--- src/rtl/pipeline_controller_pkg.sv ---
// Shared types for the pipeline stall/flush sequencer and the stage modules it drives.
package pipeline_controller_pkg;

  localparam int unsigned HOLD_CNT_W = 4;

  typedef struct packed {
    logic pc_stall;
    logic ifid_stall;
    logic idex_stall;
    logic exmem_stall;
    logic memwb_stall;
    logic ifid_flush;
    logic idex_flush;
    logic exmem_flush;
    logic memwb_flush;
  } PipelineCtrl;

endpackage

--- src/rtl/pipeline_perf_counter.sv ---
// Saturating event counter with synchronous clear; clear wins over increment.
module pipeline_perf_counter #(
  parameter int unsigned WIDTH = 32
) (
  input  logic             i_clock,
  input  logic             i_reset,
  input  logic             i_clear,
  input  logic             i_inc,
  output logic [WIDTH-1:0] o_count
);

  logic [WIDTH-1:0] count_q, count_d;

  always_comb begin
    count_d = count_q;
    if (i_clear) begin
      count_d = '0;
    end else if (i_inc && (count_q != '1)) begin
      count_d = count_q + 1'b1;
    end
  end

  always_ff @(posedge i_clock) begin
    if (i_reset) begin
      count_q <= '0;
    end else begin
      count_q <= count_d;
    end
  end

  assign o_count = count_q;

endmodule

--- src/rtl/pipeline_controller.sv ---
// Stall/flush sequencer for the 5-stage core: hazard/branch/trap priority, trap-hold FSM,
// deferred trap behind a busy data memory, hazard watchdog and performance counters.
module pipeline_controller
  import pipeline_controller_pkg::*;
#(
  parameter int unsigned TRAP_HOLD_CYCLES  = 2,
  parameter int unsigned MAX_HAZARD_CYCLES = 2,
  parameter int unsigned COUNTER_WIDTH     = 32
) (
  input  logic                     i_clock,
  input  logic                     i_reset,
  input  logic                     i_ID_hazard,
  input  logic                     i_EX_isValid,
  input  logic                     i_EX_branchTaken,
  input  logic                     i_MEM_isValid,
  input  logic                     i_MEM_trap,
  input  logic                     i_MEM_busy,
  input  logic                     i_IF_busy,
  input  logic                     i_counterClear,
  output logic                     o_PC_stall,
  output logic                     o_IFID_stall,
  output logic                     o_IDEX_stall,
  output logic                     o_EXMEM_stall,
  output logic                     o_MEMWB_stall,
  output logic                     o_IFID_flush,
  output logic                     o_IDEX_flush,
  output logic                     o_EXMEM_flush,
  output logic                     o_MEMWB_flush,
  output logic                     o_redirectBranch,
  output logic                     o_redirectTrap,
  output logic                     o_hazardTimeout,
  output logic [COUNTER_WIDTH-1:0] o_stallCount,
  output logic [COUNTER_WIDTH-1:0] o_flushCount
);

  typedef enum logic [0:0] {ST_RUN, ST_TRAP_HOLD} state_e;

  localparam int unsigned RUN_W = $clog2(MAX_HAZARD_CYCLES + 2);
  localparam logic [RUN_W-1:0] RUN_CAP = RUN_W'(MAX_HAZARD_CYCLES + 1);
  localparam logic [RUN_W-1:0] RUN_MAX = RUN_W'(MAX_HAZARD_CYCLES);

  state_e                state_q, state_d;
  logic [HOLD_CNT_W-1:0] hold_q, hold_d;
  logic                  pending_q, pending_d;
  logic [RUN_W-1:0]      run_q, run_d;
  logic                  timeout_q, timeout_d;

  PipelineCtrl ctrl;
  logic        redir_branch;
  logic        redir_trap;
  logic        trap_now;

  assign trap_now = i_MEM_trap & i_MEM_isValid;

  always_comb begin
    ctrl         = '0;
    redir_branch = 1'b0;
    redir_trap   = 1'b0;
    state_d      = state_q;
    hold_d       = hold_q;
    pending_d    = pending_q;
    if (i_reset) begin
      ctrl.ifid_flush  = 1'b1;
      ctrl.idex_flush  = 1'b1;
      ctrl.exmem_flush = 1'b1;
      ctrl.memwb_flush = 1'b1;
      state_d          = ST_RUN;
      hold_d           = '0;
      pending_d        = 1'b0;
    end else begin
      unique case (state_q)
        ST_RUN: begin
          // A trap seen while MEM is busy is parked and taken once memory frees up.
          if (i_MEM_busy) begin
            ctrl.pc_stall    = 1'b1;
            ctrl.ifid_stall  = 1'b1;
            ctrl.idex_stall  = 1'b1;
            ctrl.exmem_stall = 1'b1;
            ctrl.memwb_flush = 1'b1;
            if (trap_now) pending_d = 1'b1;
          end else if (trap_now || pending_q) begin
            ctrl.ifid_flush  = 1'b1;
            ctrl.idex_flush  = 1'b1;
            ctrl.exmem_flush = 1'b1;
            ctrl.memwb_flush = 1'b1;
            redir_trap       = 1'b1;
            pending_d        = 1'b0;
            hold_d           = HOLD_CNT_W'(TRAP_HOLD_CYCLES);
            state_d          = ST_TRAP_HOLD;
          end else if (i_EX_branchTaken && i_EX_isValid) begin
            ctrl.ifid_flush = 1'b1;
            ctrl.idex_flush = 1'b1;
            redir_branch    = 1'b1;
          end else if (i_ID_hazard) begin
            ctrl.pc_stall   = 1'b1;
            ctrl.ifid_stall = 1'b1;
            ctrl.idex_flush = 1'b1;
          end else if (i_IF_busy) begin
            ctrl.pc_stall   = 1'b1;
            ctrl.ifid_flush = 1'b1;
          end
        end
        ST_TRAP_HOLD: begin
          ctrl.pc_stall   = 1'b1;
          ctrl.ifid_flush = 1'b1;
          if (!i_MEM_busy) begin
            if (hold_q <= HOLD_CNT_W'(1)) begin
              hold_d  = '0;
              state_d = ST_RUN;
            end else begin
              hold_d = hold_q - 1'b1;
            end
          end
        end
        default: state_d = ST_RUN;
      endcase
    end
  end

  // Timeout is judged on the updated run length so it rises the cycle after the limit is passed.
  always_comb begin
    run_d = '0;
    if (i_ID_hazard) begin
      run_d = run_q;
      if ((state_q == ST_RUN) && (run_q != RUN_CAP)) run_d = run_q + 1'b1;
    end
    timeout_d = timeout_q | (run_d > RUN_MAX);
  end

  always_ff @(posedge i_clock) begin
    if (i_reset) begin
      state_q   <= ST_RUN;
      hold_q    <= '0;
      pending_q <= 1'b0;
      run_q     <= '0;
      timeout_q <= 1'b0;
    end else begin
      state_q   <= state_d;
      hold_q    <= hold_d;
      pending_q <= pending_d;
      run_q     <= run_d;
      timeout_q <= timeout_d;
    end
  end

  pipeline_perf_counter #(.WIDTH(COUNTER_WIDTH)) u_stall_cnt (
    .i_clock (i_clock),
    .i_reset (i_reset),
    .i_clear (i_counterClear),
    .i_inc   (ctrl.pc_stall),
    .o_count (o_stallCount)
  );

  pipeline_perf_counter #(.WIDTH(COUNTER_WIDTH)) u_flush_cnt (
    .i_clock (i_clock),
    .i_reset (i_reset),
    .i_clear (i_counterClear),
    .i_inc   (redir_branch | redir_trap),
    .o_count (o_flushCount)
  );

  assign o_PC_stall       = ctrl.pc_stall;
  assign o_IFID_stall     = ctrl.ifid_stall;
  assign o_IDEX_stall     = ctrl.idex_stall;
  assign o_EXMEM_stall    = ctrl.exmem_stall;
  assign o_MEMWB_stall    = ctrl.memwb_stall;
  assign o_IFID_flush     = ctrl.ifid_flush;
  assign o_IDEX_flush     = ctrl.idex_flush;
  assign o_EXMEM_flush    = ctrl.exmem_flush;
  assign o_MEMWB_flush    = ctrl.memwb_flush;
  assign o_redirectBranch = redir_branch;
  assign o_redirectTrap   = redir_trap;
  assign o_hazardTimeout  = timeout_q;

endmodule

--- config.mk ---
export PLATFORM = sky130hd
export DESIGN_NAME = pipeline_controller
export DESIGN_NICKNAME = d
export VERILOG_FILES = /design/src/rtl/pipeline_controller_pkg.sv /design/src/rtl/pipeline_perf_counter.sv /design/src/rtl/pipeline_controller.sv
export SDC_FILE = /design/constraint.sdc
export NUM_CORES = 1
export LEC_CHECK = 0
export ABC_CLOCK_PERIOD_IN_PS = 3000
export CAP_MARGIN = 5
export CORE_MARGIN = 1.5
export CORE_UTILIZATION = 47
export DETAILED_ROUTE_END_ITERATION = 8
export PLACE_DENSITY = 0.75
export SLEW_MARGIN = 20
export SYNTH_ARGS = -nofsm -noshare
export SYNTH_HDL_FRONTEND = slang
export SYNTH_SLANG_ARGS = --single-unit
--- constraint.sdc ---
create_clock -name i_clock -period 3 [get_ports i_clock]
set_clock_uncertainty 0.2 [all_clocks]
set_input_delay 0.3 -clock i_clock [delete_from_list [all_inputs] [get_ports i_clock]]
set_output_delay 0.3 -clock i_clock [all_outputs]
set_load 0.01 [all_outputs]
==> reports/results.txt <==
Post-Syn Instances: 488
CTS sink count: 73
N_diodes: 0
# H-tree levels: 3
CP Class: in -> out
Asr flop ratio synth: 0%
CP max FO: 4
Critical Path AT: 2090 ps
Tcrit/Tclk final: 86.2%
Mean Syn Cell Area: 8.13 um^2
Die Ht: 94.9 um
Fmax: 387 MHz
Core area: 0.00822 mm^2
GPL Wtd Cong: 0.912
Clk_lat worst skew: 350 ps
Clock Root Buffer: clkbuf_8
Reg area: 0.00146 mm^2
Tmin final: 2590 ps
Cell Area, Synth: 0.00397 mm^2
Leakage: 1.54 nW
Status: finished clean
Largest net degree at the start of global routing: 34
Slew headroom: 46.5%
Grt total ovfl: 0
Avg WL per Cell: 15.3 um
Final Hold Fails: 0
Synth warn: 0
Final ANT Viol Nets: 0
Num rows: 33
Setup-failing EPs final: 0
Die footprint: 0.00900 mm^2
Max rail drop VDD: 0.000241 V
Setup crit end kind: output pin
Worst Tran Pin Value: 803 ps
DRC violations left: 0
Initial antenna violation count: 0
First-pass GRT wire length: 16.6 mm
Number of hold buffers added after cts: 0
CTS tree: done
Max Root-Sink Buffers: 2
Vias per cell: 6.04
Worst Hold Class: reg -> reg
Die width: 94.9 um
Max stage delay cell, worst path: clkdlybuf4s50_1
RSZ-0062 raised after global routing: no
CTS Buf Count: 9
Nets: 579
Total design power: 1.93 mW
CP max stage delay: 490 ps
Syn Nets: 503
Setup TNS: 0 ps
Yosys reg bits: 73
Worst path top cell family by delay: buffers and inverters
GRT Total Usage: 23.0%
Yosys cell types: 57
# resized after CTS: 0
Sequential-to-total area share from yosys stat: 36.8%
Drt pass-1 iters: 4
Worst-path clk slew: 80 ps
Dpl hpwl: 7.35 mm
Number of max-cap violations: 0
Total number of vias: 4,068
Worst path most repeated cell: clkdlybuf4s50_1
WL final: 10.3 mm
# IOs: 86
Starting density of the core: 48.3%
Vias in the first global route: 3,693
Worst setup SP type: input pin
Post-synth EDFFs: 0
Top FF cell, synth: dfxtp_1
PwrDens: 378 mW/mm^2
Slew Viols, Final: 0
Area of the multi-input gates: 0.00233 mm^2
Post-CTS Setup Inserts: 0
Cell Chain, Critical Path: clkdlybuf4s50_1 > a221oi_2 > a21oi_1 > or3_1 > clkdlybuf4s50_1
Fillers: 715
Worst path bufs/invs: 2
Req. time, crit path: 2500 ps
DRT iter0 DRCs: 155
Port bufs: 84
Area grow syn2layout: 28.7%
Layout cells sized above 1: 7.21%
[metal layers]
metal / global-route usage [%] / share of wire, %
met5: 0 / 0
met4: 7.96 / 0.96
met3: 4.51 / 4.1
met2: 38.6 / 49
met1: 29.2 / 46
[cell usage in the layout, fill, tap and decap left out, types with 3 or more instances in the layout]
cell type / Yosys / layout
a211oi_1: 3 / 3
a21oi_1: 62 / 62
and2_1: 5 / 5
and3_1: 5 / 5
and4_1: 14 / 14
buf_4: 3 / 7
clkbuf_8: 0 / 11
clkdlybuf4s50_1: 0 / 84
clkinv_2: 0 / 3
dfxtp_1: 73 / 73
ha_1: 5 / 5
inv_1: 10 / 10
nand2_1: 41 / 41
nand3_1: 16 / 16
nand4_1: 28 / 28
nor2_1: 21 / 21
nor3_1: 13 / 13
nor4_1: 4 / 4
o21ai_0: 25 / 25
o21ai_1: 9 / 9
o31ai_1: 26 / 26
or3_1: 34 / 34
or4_1: 24 / 24
[sequential cells by signal, indices dropped and copies added (netlist names)]
signal and flops:
u_flush_cnt.o_count 32, u_stall_cnt.o_count 32, hold_q 4, run_q 2
o_hazardTimeout 1, pending_q 1, state_q 1
[power breakdown]
group	switching [mW]	total, mW	internal [mW]
clock	0.378	0.805	0.427
sequential	0.00652	0.981	0.974
combinational	0.0813	0.147	0.0652
[worst paths after layout]
path	startpoint	endpoint	slack, ps	depth (start not counted)
worst max-delay path	i_MEM_trap	o_IFID_flush	410	5
worst min-delay path	o_hazardTimeout$_SDFF_PP0_	o_hazardTimeout$_SDFF_PP0_	300	1
worst max register to register	u_flush_cnt.o_count[15]$_SDFFE_PP0P_	u_flush_cnt.o_count[7]$_SDFFE_PP0P_	510	5
worst min register to register	o_hazardTimeout$_SDFF_PP0_	o_hazardTimeout$_SDFF_PP0_	300	1
[kinds of logic after synthesis]
family          synth area share (%)
fa+ha+maj                       1.58
simple gates                    32.9
xor+xnor                       0.883
mux                            0.788
compound gates                  22.4
flops                           36.8
buf+inv                         4.54
other cells                   0.0945
[cells in the mapped netlist, drive strengths merged (2+ instances only)]
cell type	count	share of area, %
and3	5	0.79
dfxtp	73	37
or2	2	0.32
nand4	30	5.0
xnor2	2	0.44
and4	15	3.4
clkbuf	16	1.5
inv	11	1.0
nor2	22	2.5
and2	5	0.79
mux2i	2	0.50
or3	36	5.9
o31ai	27	5.5
nor4	6	1.3
nand3	16	2.0
xor2	2	0.44
o21ai	34	4.3
nor3b	2	0.38
or4	24	4.5
nor3	13	1.6
a21oi	62	7.8
o31a	2	0.44
buf	12	2.0
a211oi	4	0.88
ha	5	1.6
nand2	41	3.9
nand2b	2	0.32
o311ai	2	0.63
a2bb2oi	2	0.60
[per-stage QoR]
stage	hold slack, ps	cells	utilization (%)	cell area [um^2]	worst slack, ps
floorplan	246	488	-	3970	831
global placement	276	658	59.7	4900	353
detailed placement	270	658	59.7	4900	285
CTS	292	674	62.2	5110	420
global route	330	674	62.2	5110	298
finish	301	674	62.2	5110	415
[worst reg2reg max path: cells and delay by family, from the launching register on]
kind | cells | cell delay [ps]
flops | 1 | 470
simple gates | 2 | 610
compound gates | 3 | 1140
[layout make-up]
| class | count | share of cell area (%) |
|---|---|---|
| clock buffer | 11 | 2.96 |
| clock inverter | 5 | 1.05 |
| inverter | 11 | 0.808 |
| multi-input combinational | 376 | 45.7 |
| sequential | 73 | 28.6 |
| tap | 105 | 2.57 |
| timing repair buffer | 93 | 18.3 |
Note: power is estimated with default switching activity, not from simulation.
